<file path="src/rtl/int_div_iterative_if.sv">
// Request/response stream bundle for the iterative divider.
// The divider sits on the slave side; the requester/consumer uses master.
interface int_div_iterative_if;
  logic        istream_val;
  logic        istream_rdy;
  logic [63:0] istream_msg;
  logic        ostream_val;
  logic        ostream_rdy;
  logic [63:0] ostream_msg;

  modport slave (
    input  istream_val, istream_msg, ostream_rdy,
    output istream_rdy, ostream_val, ostream_msg
  );

  modport master (
    output istream_val, istream_msg, ostream_rdy,
    input  istream_rdy, ostream_val, ostream_msg
  );
endinterface

</file>
<file path="src/rtl/int_div_iterative.sv">
// Iterative 32-bit restoring divider, one quotient bit per cycle.
// Returns {remainder, quotient}; SIGNED selects RISC-V DIV/REM or DIVU/REMU semantics.
module int_div_iterative #(
  parameter bit SIGNED = 1'b1
) (
  input  logic                clk,
  input  logic                reset,
  int_div_iterative_if.slave  io
);

  localparam int DATA_W = 32;

  typedef enum logic [1:0] {
    IDLE = 2'd0,
    CALC = 2'd1,
    DONE = 2'd2
  } state_t;

  state_t              state;
  logic [4:0]          counter;
  logic [2*DATA_W-1:0] msg_r;

  logic [DATA_W-1:0]   rem_r;
  logic [DATA_W-1:0]   quo_r;
  logic [DATA_W-1:0]   dvs_r;
  logic [DATA_W-1:0]   dvd_raw_r;
  logic                neg_q_r;
  logic                neg_r_r;
  logic                dz_r;

  logic [DATA_W-1:0]   in_dvd;
  logic [DATA_W-1:0]   in_dvs;
  logic                sgn_dvd;
  logic                sgn_dvs;
  logic [DATA_W-1:0]   mag_dvd;
  logic [DATA_W-1:0]   mag_dvs;

  logic [DATA_W:0]     trial;
  logic                fits;
  logic [DATA_W-1:0]   rem_next;
  logic [DATA_W-1:0]   quo_next;

  // Sign-magnitude conversion; -0x80000000 wraps back to 0x80000000, which is the
  // correct unsigned magnitude.
  assign in_dvd  = io.istream_msg[63:32];
  assign in_dvs  = io.istream_msg[31:0];
  assign sgn_dvd = SIGNED ? in_dvd[DATA_W-1] : 1'b0;
  assign sgn_dvs = SIGNED ? in_dvs[DATA_W-1] : 1'b0;
  assign mag_dvd = sgn_dvd ? -in_dvd : in_dvd;
  assign mag_dvs = sgn_dvs ? -in_dvs : in_dvs;

  // Restoring step: the partial remainder is always below the divisor, so after
  // a successful subtract the low 32 bits hold the exact result.
  assign trial    = {rem_r, quo_r[DATA_W-1]};
  assign fits     = (trial >= {1'b0, dvs_r});
  assign rem_next = fits ? (trial[DATA_W-1:0] - dvs_r) : trial[DATA_W-1:0];
  assign quo_next = {quo_r[DATA_W-2:0], fits};

  assign io.istream_rdy = (state == IDLE) && !reset;
  assign io.ostream_val = (state == DONE) && !reset;
  assign io.ostream_msg = msg_r;

  function automatic logic [2*DATA_W-1:0] fixup(
    input logic              dz,
    input logic              neg_q,
    input logic              neg_r,
    input logic [DATA_W-1:0] q,
    input logic [DATA_W-1:0] r,
    input logic [DATA_W-1:0] raw_dvd
  );
    logic [DATA_W-1:0] qf;
    logic [DATA_W-1:0] rf;
    if (dz) begin
      qf = '1;
      rf = raw_dvd;
    end else begin
      qf = neg_q ? -q : q;
      rf = neg_r ? -r : r;
    end
    return {rf, qf};
  endfunction

  always_ff @(posedge clk) begin
    if (reset) begin
      state   <= IDLE;
      msg_r   <= '0;
      counter <= '0;
    end else begin
      case (state)
        IDLE: begin
          if (io.istream_val) begin
            rem_r     <= '0;
            quo_r     <= mag_dvd;
            dvs_r     <= mag_dvs;
            dvd_raw_r <= in_dvd;
            neg_r_r   <= sgn_dvd;
            neg_q_r   <= sgn_dvd ^ sgn_dvs;
            dz_r      <= (in_dvs == '0);
            counter   <= '0;
            state     <= CALC;
          end
        end
        CALC: begin
          rem_r   <= rem_next;
          quo_r   <= quo_next;
          counter <= counter + 5'd1;
          if (counter == 5'd31) begin
            msg_r <= fixup(dz_r, neg_q_r, neg_r_r, quo_next, rem_next, dvd_raw_r);
            state <= DONE;
          end
        end
        DONE: begin
          if (io.ostream_rdy) state <= IDLE;
        end
        default: state <= IDLE;
      endcase
    end
  end

endmodule

</file>
<file path="src/flat_wrapper.sv">
// flat-port wrapper written by rule: the top's interface ports become plain ports
module int_div_iterative_flat 
#(
  parameter bit SIGNED = 1'b1
)
  (clk, reset, io_istream_val, io_istream_msg, io_ostream_rdy, io_istream_rdy, io_ostream_val, io_ostream_msg);
  int_div_iterative_if io_i ();
  input  logic clk;
  input  logic reset;
  input wire logic [$bits(io_i.istream_val)-1:0] io_istream_val;
  input wire logic [$bits(io_i.istream_msg)-1:0] io_istream_msg;
  input wire logic [$bits(io_i.ostream_rdy)-1:0] io_ostream_rdy;
  output wire logic [$bits(io_i.istream_rdy)-1:0] io_istream_rdy;
  output wire logic [$bits(io_i.ostream_val)-1:0] io_ostream_val;
  output wire logic [$bits(io_i.ostream_msg)-1:0] io_ostream_msg;
  assign io_i.istream_val = io_istream_val;
  assign io_i.istream_msg = io_istream_msg;
  assign io_i.ostream_rdy = io_ostream_rdy;
  assign io_istream_rdy = io_i.istream_rdy;
  assign io_ostream_val = io_i.ostream_val;
  assign io_ostream_msg = io_i.ostream_msg;
  int_div_iterative #(.SIGNED(SIGNED)) u_core (.clk(clk), .reset(reset), .io(io_i));
endmodule
</file>
<file path="config.mk">
export PLATFORM = sky130hd
export DESIGN_NAME = int_div_iterative_flat
export DESIGN_NICKNAME = d
export VERILOG_FILES = /design/src/rtl/int_div_iterative_if.sv /design/src/rtl/int_div_iterative.sv /design/src/flat_wrapper.sv
export SDC_FILE = /design/constraint.sdc
export NUM_CORES = 1
export LEC_CHECK = 0
export CAP_MARGIN = 20
export CORE_ASPECT_RATIO = 1.5
export CORE_MARGIN = 5
export CORE_UTILIZATION = 60
export CTS_CLUSTER_DIAMETER = 100
export DETAILED_ROUTE_END_ITERATION = 16
export PLACE_DENSITY = 0.92
export SLEW_MARGIN = 5
export SYNTH_ARGS = -nofsm -noshare
export SYNTH_HDL_FRONTEND = slang
export SYNTH_SLANG_ARGS = --single-unit
</file>
<file path="constraint.sdc">
create_clock -name clk -period 15.52 [get_ports clk]
set_clock_uncertainty 0.15 [all_clocks]
set_input_delay 3.88 -clock clk [delete_from_list [all_inputs] [get_ports clk]]
set_output_delay 3.88 -clock clk [all_outputs]
set_load 0.01 [all_outputs]
</file>
==> results_dict.tcl, run 1 <==
set metrics [dict create \
    track_usage_pct 31.44 \
    start_kind "primary input" \
    place_hpwl_mm 28.67 \
    hold_ws_ns 0.3222 \
    clockBufferDepth 3 \
    dieArea_um2 24660 \
    synth.most_common_cell "nor2_1" \
    cp_max_fo 35 \
    cp.arrival_ns 5.11 \
    hold_depth 2 \
    diodes 0 \
    ctsResizeCount 0 \
    timing.rr.end "u_core.io.ostream_msg[26]" \
    io_buffers 133 \
    ant_nets 0 \
    ir_drop_mv 0.09590 \
    yosys-top-cells-area "edfxtp_1 30%, dfxtp_1 11%, xor2_1 5.1%, o21ai_0 4.4%, nor2_1 4.1%" \
    fin_setup_tns_ns 0 \
    comb_power_share_pct 23.5 \
    min_period_ns 9.139 \
    grt_max_degree 71 \
    regToRegStartpoint "u_core.rem_r[5]" \
    drive_above_1_share_pct 5.782 \
    cts_htree_levels 1 \
    hold_viol_final 0 \
    vias 11865 \
    synth-edff-count 130 \
    tritoncts "yes" \
    switching_share_pct 30.95 \
    finalCritPeriodShare_pct 58.89 \
    cap_violations 0 \
    crit_required_ns 11.49 \
    post_cts_buffers 0 \
    route.detailed.drc 0 \
    end_kind "output port" \
    worstMarginPinSlew_ns 1.064 \
    wl_mm 39.26 \
    synth_area_leader_cell "edfxtp_1" \
    hold_class "reg2reg" \
    vias_per_cell 6.628 \
    ys.flop_type "edfxtp_1" \
    maxSlewViolCount 0 \
    nets 1615 \
    setup_viol 0 \
    first_pass_iters 5 \
    power.density_nw_per_um2 94.37 \
    die_h_um 189.9 \
    syn_inst 1425 \
    crit_type "in2out" \
    clkTransAtPathRegs_ns 0.06 \
    netlist-cell-type-count 89 \
    status "complete, no violations" \
    syn2layout_area_growth_pct 15.84 \
    syn-cell-area_um2 12940 \
    antenna_found_initial 0 \
    p_clk_share_pct 32.6 \
    internal_power_w 0.0009767 \
    yosysWarnings 0 \
    start_util_pct 61.19 \
    syn_area_per_cell_um2 9.080 \
    pin_count 134 \
    reg2regPathDepth 15 \
    numCtsBuffers 20 \
    clock.fmax_ghz 0.1094 \
    insertion_delay_ns 0.51 \
    die_x_um 129.9 \
    grt_first_pass_wirelength_mm 61.75 \
    worstHoldStart "u_core.io.ostream_msg[45]" \
    core-area_um2 21150 \
    cts_sinks 201 \
    synth_nets 1532 \
    seqPwrFrac_pct 43.9 \
    ys_ff_latch 201 \
    async_flop_share_pct 0 \
    grt_overflow 0 \
    yosys.area.top_type_share_pct 30.17 \
    yosysSeqAreaShare_pct 41.16 \
    synth_common_cells "143 x nor2_1, 130 x edfxtp_1, 127 x nand2_1, 114 x o21ai_0, 75 x xor2_1" \
    routedWlPerCell_um 21.93 \
    rsz0062_at_grt "no" \
    grt_pass1_vias 11847 \
    leakage_nw 5.323 \
    ctsHoldBuffers 0 \
    drtIter0Drc 1147 \
    slew_headroom_pct 29.07 \
    r2r_slack_ns 9.66 \
    cts_root_buf "clkbuf_16" \
    switching_power_w 0.0004378 \
    rows 65 \
    min_to "u_core.io.ostream_msg[45]" \
    gp_congestion 0.9862 \
]
-- metal layers --
layer	routed length [um]	vias to the layer above	track usage (%)
met4	3306	0	21.76
met3	2830	167	3.961
li1	-	5462	-
met5	0	-	0
met2	19830	669	55.01
met1	13300	5567	34.81
-- worst max-delay path by stage --
stage | from | to | slack (ns) | depth (start not counted)
2_1_floorplan | reset | u_core.quo_r[0] | 6.27 | 2
3_3_place_gp | reset | io_istream_rdy | 6.42 | 3
3_5_place_dp | reset | io_istream_rdy | 6.39 | 3
4_1_cts | reset | io_istream_rdy | 6.39 | 3
5_1_grt | reset | io_istream_rdy | 6.36 | 3
6_report | reset | io_istream_rdy | 6.38 | 3
-- power by group through the flow --
stage / Clock [W] / Sequential [W] / Combinational (W)
after global routing: 0.000484 / 0.000622 / 0.000360
after global placement: 0 / 0.000630 / 0.000310
final: 0.000461 / 0.000621 / 0.000332
after CTS: 0.000459 / 0.000620 / 0.000324
after floorplan: 0 / 0.000624 / 0.000231
after detailed placement: 0 / 0.000631 / 0.000318
-- cell families (layout without fill, tap and decap cells) --
logic type,count (synthesis),after routing,synth area share [%]
AND/OR/NAND/NOR,489,489,18.69
AO/OA/AOI/OAI,412,412,21.71
flip-flops,201,201,41.16
buffers and inverters,135,232,4.226
XOR/XNOR,130,130,8.800
adder cells (fa/ha/maj),39,39,3.829
multiplexers,19,19,1.586
-- critical path: stages --
cell             delay [ns]
buf_2                  0.56
nor3_1                 0.12
clkdlybuf4s50_1        0.52
-- flip-flops by register name, indices dropped and copies added, names as in the netlist --
register / count
u_core.dvd_raw_r: 32
u_core.quo_r: 32
u_core.dz_r: 1
u_core.neg_q_r: 1
u_core.dvs_r: 32
u_core.io.ostream_msg: 64
u_core.state: 2
u_core.counter: 5
u_core.rem_r: 32
-- cell type report --
type / count / area, um^2
clock buffer: 29 / 565.5
clock inverter: 7 / 46.29
fill: 1506 / 6157
inverter: 51 / 191.4
multi-input combinational: 1089 / 7084
sequential: 201 / 5325
tap: 268 / 335.3
timing repair buffer: 145 / 1440
-- stage by stage --
step / total power [W] / worst slack [ns] / cell area [um^2] / util (%) / std cells
floorplan: 0.0008559 / 6.271 / 12940 / - / 1425
global placement: 0.0009396 / 6.417 / 14340 / 67.80 / 1752
detailed placement: 0.0009494 / 6.386 / 14340 / 67.80 / 1752
CTS: 0.001403 / 6.386 / 14950 / 70.70 / 1788
global route: 0.001466 / 6.355 / 14990 / 70.88 / 1790
finish: 0.001414 / 6.381 / 14990 / 70.88 / 1790
-- layout by cell type (no fill, tap or decap), types with 32 or more instances in the layout --
cell type	count
nand2_1	127
a211oi_1	46
xor2_1	75
nor3_1	33
dfxtp_1	71
inv_1	50
ha_1	38
nor2_1	142
edfxtp_1	130
clkdlybuf4s50_1	132
xnor2_1	55
a21oi_1	66
o31ai_1	32
o21ai_0	114
Power figures use the tool's default switching activity.
==> run 2, diff against run 1 <==
--- a/config.mk
+++ b/config.mk
@@ -8,10 +8,10 @@
 export CAP_MARGIN = 20
 export CORE_ASPECT_RATIO = 1.5
 export CORE_MARGIN = 5
-export CORE_UTILIZATION = 60
+export CORE_UTILIZATION = 52
 export CTS_CLUSTER_DIAMETER = 100
 export DETAILED_ROUTE_END_ITERATION = 16
-export PLACE_DENSITY = 0.92
+export PLACE_DENSITY = 0.85
 export SLEW_MARGIN = 5
 export SYNTH_ARGS = -nofsm -noshare
 export SYNTH_HDL_FRONTEND = slang
==> constraint.sdc (replaced) <==
create_clock -name clk -period 8.1 [get_ports clk]
set_clock_uncertainty 0.15 [all_clocks]
set_input_delay 2.025 -clock clk [delete_from_list [all_inputs] [get_ports clk]]
set_output_delay 2.025 -clock clk [all_outputs]
set_load 0.01 [all_outputs]
==> results_dict.tcl, run 2 (same netlist as run 1, synthesis figures left out) <==
set metrics [dict create \
    setup_viol 0 \
    routedWlPerCell_um 21.34 \
    dieArea_um2 28200 \
    regToRegStartpoint "u_core.rem_r[18]" \
    clkTransAtPathRegs_ns 0.06 \
    worstMarginPinSlew_ns 1.058 \
    vias_per_cell 6.352 \
    hold_class "reg2reg" \
    ir_drop_mv 0.1833 \
    grt_pass1_vias 11485 \
    maxSlewViolCount 0 \
    grt_overflow 0 \
    drive_above_1_share_pct 6.369 \
    start_util_pct 52.95 \
    ant_nets 0 \
    nets 1616 \
    insertion_delay_ns 0.51 \
    cts_htree_levels 1 \
    gp_congestion 0.9809 \
    wl_mm 39.42 \
    start_kind "primary input" \
    cp_max_fo 25 \
    min_period_ns 5.355 \
    numCtsBuffers 20 \
    io_buffers 133 \
    status "complete, no violations" \
    tritoncts "yes" \
    nFillCells 1969 \
    clock.fmax_ghz 0.1867 \
    end_kind "output port" \
    pin_count 134 \
    finalCritPeriodShare_pct 66.11 \
    clockBufferDepth 3 \
    die_x_um 138.8 \
    antenna_found_initial 0 \
    syn2layout_area_growth_pct 17.59 \
    slew_headroom_pct 28.60 \
    largest_reg_flops 64 \
    first_pass_iters 7 \
    critPathLaunch "reset" \
    core-area_um2 24440 \
    place_hpwl_mm 29.09 \
    crit_type "in2out" \
    worstHoldStart "u_core.io.ostream_msg[32]" \
    vias 11733 \
    ctsHoldBuffers 0 \
    fin_setup_tns_ns 0 \
    crit_required_ns 5.93 \
    final_cell_mix "142 x nor2_1, 132 x clkdlybuf4s50_1, 130 x edfxtp_1, 127 x nand2_1, 114 x o21ai_0" \
    rsz0062_at_grt "no" \
    post_cts_buffers 0 \
    ctsResizeCount 0 \
    route.detailed.drc 0 \
    die_h_um 203.2 \
    grt_max_degree 71 \
    r2r_slack_ns 2.75 \
    cp.arrival_ns 3.18 \
    hold_viol_final 0 \
    cts_root_buf "clkbuf_16" \
    cap_violations 0 \
    cts_sinks 201 \
    power.density_nw_per_um2 190.0 \
    rows 70 \
    drtIter0Drc 1056 \
    diodes 0 \
    final_common_cell "nor2_1" \
    grt_first_pass_wirelength_mm 61.70 \
    utilization_pct 62.26 \
    leakage_nw 5.395 \
    track_usage_pct 26.90 \
]
run 2: where the power goes:
group / total (W) / switching (W) / leakage, nW / internal [W]
registers: 0.00119 / 0.0000397 / 1.81 / 0.00115
clock network: 0.00107 / 0.000406 / 0.360 / 0.000659
logic: 0.000635 / 0.000402 / 3.23 / 0.000233
total: 0.00289 / 0.000848 / 5.40 / 0.00204
run 2: area by class of cell:
type / instances / area [um^2] / share of cell area, %
sequential: 201 / 5325 / 35.00
clock buffer: 23 / 521.8 / 3.429
tap: 324 / 405.4 / 2.664
inverter: 51 / 191.4 / 1.258
multi-input combinational: 1089 / 7084 / 46.56
clock inverter: 13 / 235.2 / 1.546
timing repair buffer: 146 / 1451 / 9.539
run 2: metal layers:
metal  track usage (%)  up-vias  part of all wire, %
met5                 0        -                    0
met4             17.03        0                  7.5
met3             2.346      123                  5.1
met2             49.50      533                   51
met1             29.63     5595                   36
li1                  -     5482                    -
run 2: worst paths after layout:
check             depth (start not counted)                   endpoint
hold / removal                            2  u_core.io.ostream_msg[32]
setup / recovery                          3             io_ostream_val
hold reg to reg                           2  u_core.io.ostream_msg[32]
setup reg to reg                         16  u_core.io.ostream_msg[52]
run 2: critical path: stages:
cell,delay [ns]
buf_2,0.29
nor3b_1,0.27
clkdlybuf4s50_1,0.58
run 2: per-stage QoR:
step	cell area (um^2)	std cells	setup WS (ns)	hold slack, ns	power (W)
after global routing	15210	1847	2.312	0.3267	0.003002
after CTS	15170	1845	2.744	0.3067	0.002880
after global placement	14420	1809	2.414	0.2928	0.001810
final	15210	1847	2.745	0.3090	0.002891
after floorplan	12940	1425	0.7064	0.3221	0.001640
after detailed placement	14420	1809	2.379	0.2989	0.001820
==> run 3, diff against run 2 <==
==> constraint.sdc (replaced) <==
create_clock -name clk -period 4.5 [get_ports clk]
set_clock_uncertainty 0.15 [all_clocks]
set_input_delay 1.125 -clock clk [delete_from_list [all_inputs] [get_ports clk]]
set_output_delay 1.125 -clock clk [all_outputs]
set_load 0.01 [all_outputs]
==> results_dict.tcl, run 3 (same netlist as run 1, synthesis figures left out) <==
set metrics [dict create \
    status "complete, no violations" \
    total_power_w 0.005000 \
    die_h_um 203.2 \
    path_cells "ha_1 > and2_1 > or2_2 > o31ai_1 > a21oi_1 > xnor2_1 > a31o_2 > nand3_4 > or4_4 > o21ai_1 > xor2_1 > o22ai_1" \
    start_util_pct 52.95 \
    crit_required_ns 4.68 \
    max_stage_delay_ns 0.58 \
    grt_overflow 0 \
    dieArea_um2 28200 \
    regToRegStartpoint "u_core.rem_r[3]" \
    route.detailed.drc 0 \
    ant_nets 0 \
    rsz0062_at_grt "no" \
    worstHoldStart "u_core.io.ostream_msg[32]" \
    hold_depth 2 \
    timing.rr.end "u_core.io.ostream_msg[58]" \
    hold_viol_final 0 \
    cp_top_family "compound AO/OA/AOI/OAI gates" \
    wl_mm 40.84 \
    largest_reg_flops 64 \
    setup_viol 0 \
    gp_congestion 1.040 \
    cts_root_buf "clkbuf_16" \
    track_usage_pct 27.64 \
    maxSlewViolCount 0 \
    ctsHoldBuffers 0 \
    power.density_nw_per_um2 319.3 \
    ir_drop_mv 0.3412 \
    critPathSlowestCell "o31ai_1" \
    comb_power_share_pct 24.7 \
    min_to "u_core.io.ostream_msg[32]" \
    drive_above_1_share_pct 10.43 \
    cts_htree_levels 1 \
    pin_count 134 \
    final_cell_mix "142 x nor2_1, 132 x clkdlybuf4s50_1, 130 x edfxtp_1, 127 x nand2_1, 112 x o21ai_0" \
    vias_per_cell 6.352 \
    min_period_ns 4.385 \
    antenna_found_initial 0 \
    routedWlPerCell_um 21.32 \
    cp.arrival_ns 4.56 \
    numCtsBuffers 20 \
    final_common_cell "nor2_1" \
    reg2regPathDepth 12 \
    die_x_um 138.8 \
    internal_power_w 0.003465 \
    seqPwrFrac_pct 42.8 \
    r2r_slack_ns 0.11 \
    switching_power_w 0.001535 \
    nets 1685 \
    final_design_area_no_fill_um2 15660 \
    io_buffers 133 \
    grt_first_pass_wirelength_mm 63.56 \
    clkTransAtPathRegs_ns 0.07 \
    cts_sinks 201 \
    clockBufferDepth 3 \
    start_kind "flip-flop" \
    dpl_cell_area_um2 14960 \
    cp_num_cells 12 \
    place_hpwl_mm 30.19 \
    switching_share_pct 30.70 \
    grt_max_degree 73 \
    rows 70 \
    finalCritPeriodShare_pct 97.45 \
    slew_headroom_pct 27.02 \
    crit_type "reg2reg" \
    vias 12171 \
    cp_max_fo 5 \
    drtIter0Drc 1109 \
    clock.fmax_ghz 0.2280 \
    p_clk_share_pct 32.5 \
    core-area_um2 24440 \
    diodes 0 \
    tritoncts "yes" \
    leakage_nw 5.690 \
    syn2layout_area_growth_pct 21.04 \
    fin_setup_tns_ns 0 \
    worstMarginPinSlew_ns 1.095 \
    hold_class "reg2reg" \
    utilization_pct 64.09 \
    first_pass_iters 8 \
    insertion_delay_ns 0.50 \
    worst-path-buf-inv 0 \
    grt_pass1_vias 12078 \
    end_kind "flip-flop" \
    cap_violations 0 \
]
-- run 3: changes by cell type in the layout (fill, tap and decap cells not counted), sizes merged --
cell | previous run | this run
buf | 14 | 83
bufinv | 6 | 0
clkbuf | 23 | 28
clkinv | 3 | 6
clkinvlp | 3 | 2
inv | 52 | 51
-- run 3: layer usage --
layer	vias to the layer above	part of all wire, %	track usage [%]
li1	5616	-	-
met1	5783	35	30.69
met2	634	51	49.44
met3	138	6.0	2.956
met4	0	7.8	19.02
met5	-	0	0
-- run 3: worst min-delay path, cell delays in order (launching register included) --
cell,delay [ns]
dfxtp_1,0.32
nand2_1,0.05
a21oi_1,0.05
-- run 3: power by group through the flow --
stage | Clock, W | Combinational (W) | Sequential [W]
floorplan | 0 | 0.000799 | 0.00215
global placement | 0 | 0.00116 | 0.00217
detailed placement | 0 | 0.00118 | 0.00218
CTS | 0.00162 | 0.00120 | 0.00214
global route | 0.00171 | 0.00134 | 0.00215
finish | 0.00163 | 0.00123 | 0.00214
-- run 3: what timing repair did --
| action | CTS | global route |
|---|---|---|
| resized for setup | 0 | 11 |
| setup buffers | 0 | 0 |
| setup endpoints to repair | 0 | 10 |
-- run 3: worst max-delay path by stage --
stage	to	slack, ns	start
after CTS	u_core.io.ostream_msg[44]	0.11	u_core.dvs_r[28]
after floorplan	u_core.quo_r[0]	0.03	reset
final	u_core.io.ostream_msg[58]	0.11	u_core.rem_r[3]
after detailed placement	u_core.quo_r[28]	-0.31	io_istream_msg[35]
after global routing	u_core.io.ostream_msg[58]	0.005	u_core.rem_r[1]
after global placement	u_core.quo_r[26]	-0.24	io_istream_msg[35]
-- run 3: final cells by class --
| class | instances | area [um^2] |
|---|---|---|
| multi-input combinational | 1089 | 7138 |
| clock buffer | 28 | 583.1 |
| tap | 324 | 405.4 |
| inverter | 51 | 191.4 |
| clock inverter | 8 | 43.79 |
| sequential | 201 | 5325 |
| timing repair buffer | 215 | 1974 |
| fill | 1894 | 8775 |
-- run 3: stage by stage --
step           worst slack [ns]  hold WS, ns  instances
2_1_floorplan           0.02576       0.3221       1425
3_3_place_gp            -0.2414       0.2935       1879
3_5_place_dp            -0.3117       0.3124       1879
4_1_cts                  0.1113       0.3196       1915
5_1_grt                0.004781       0.3564       1916
6_report                 0.1146       0.3196       1916
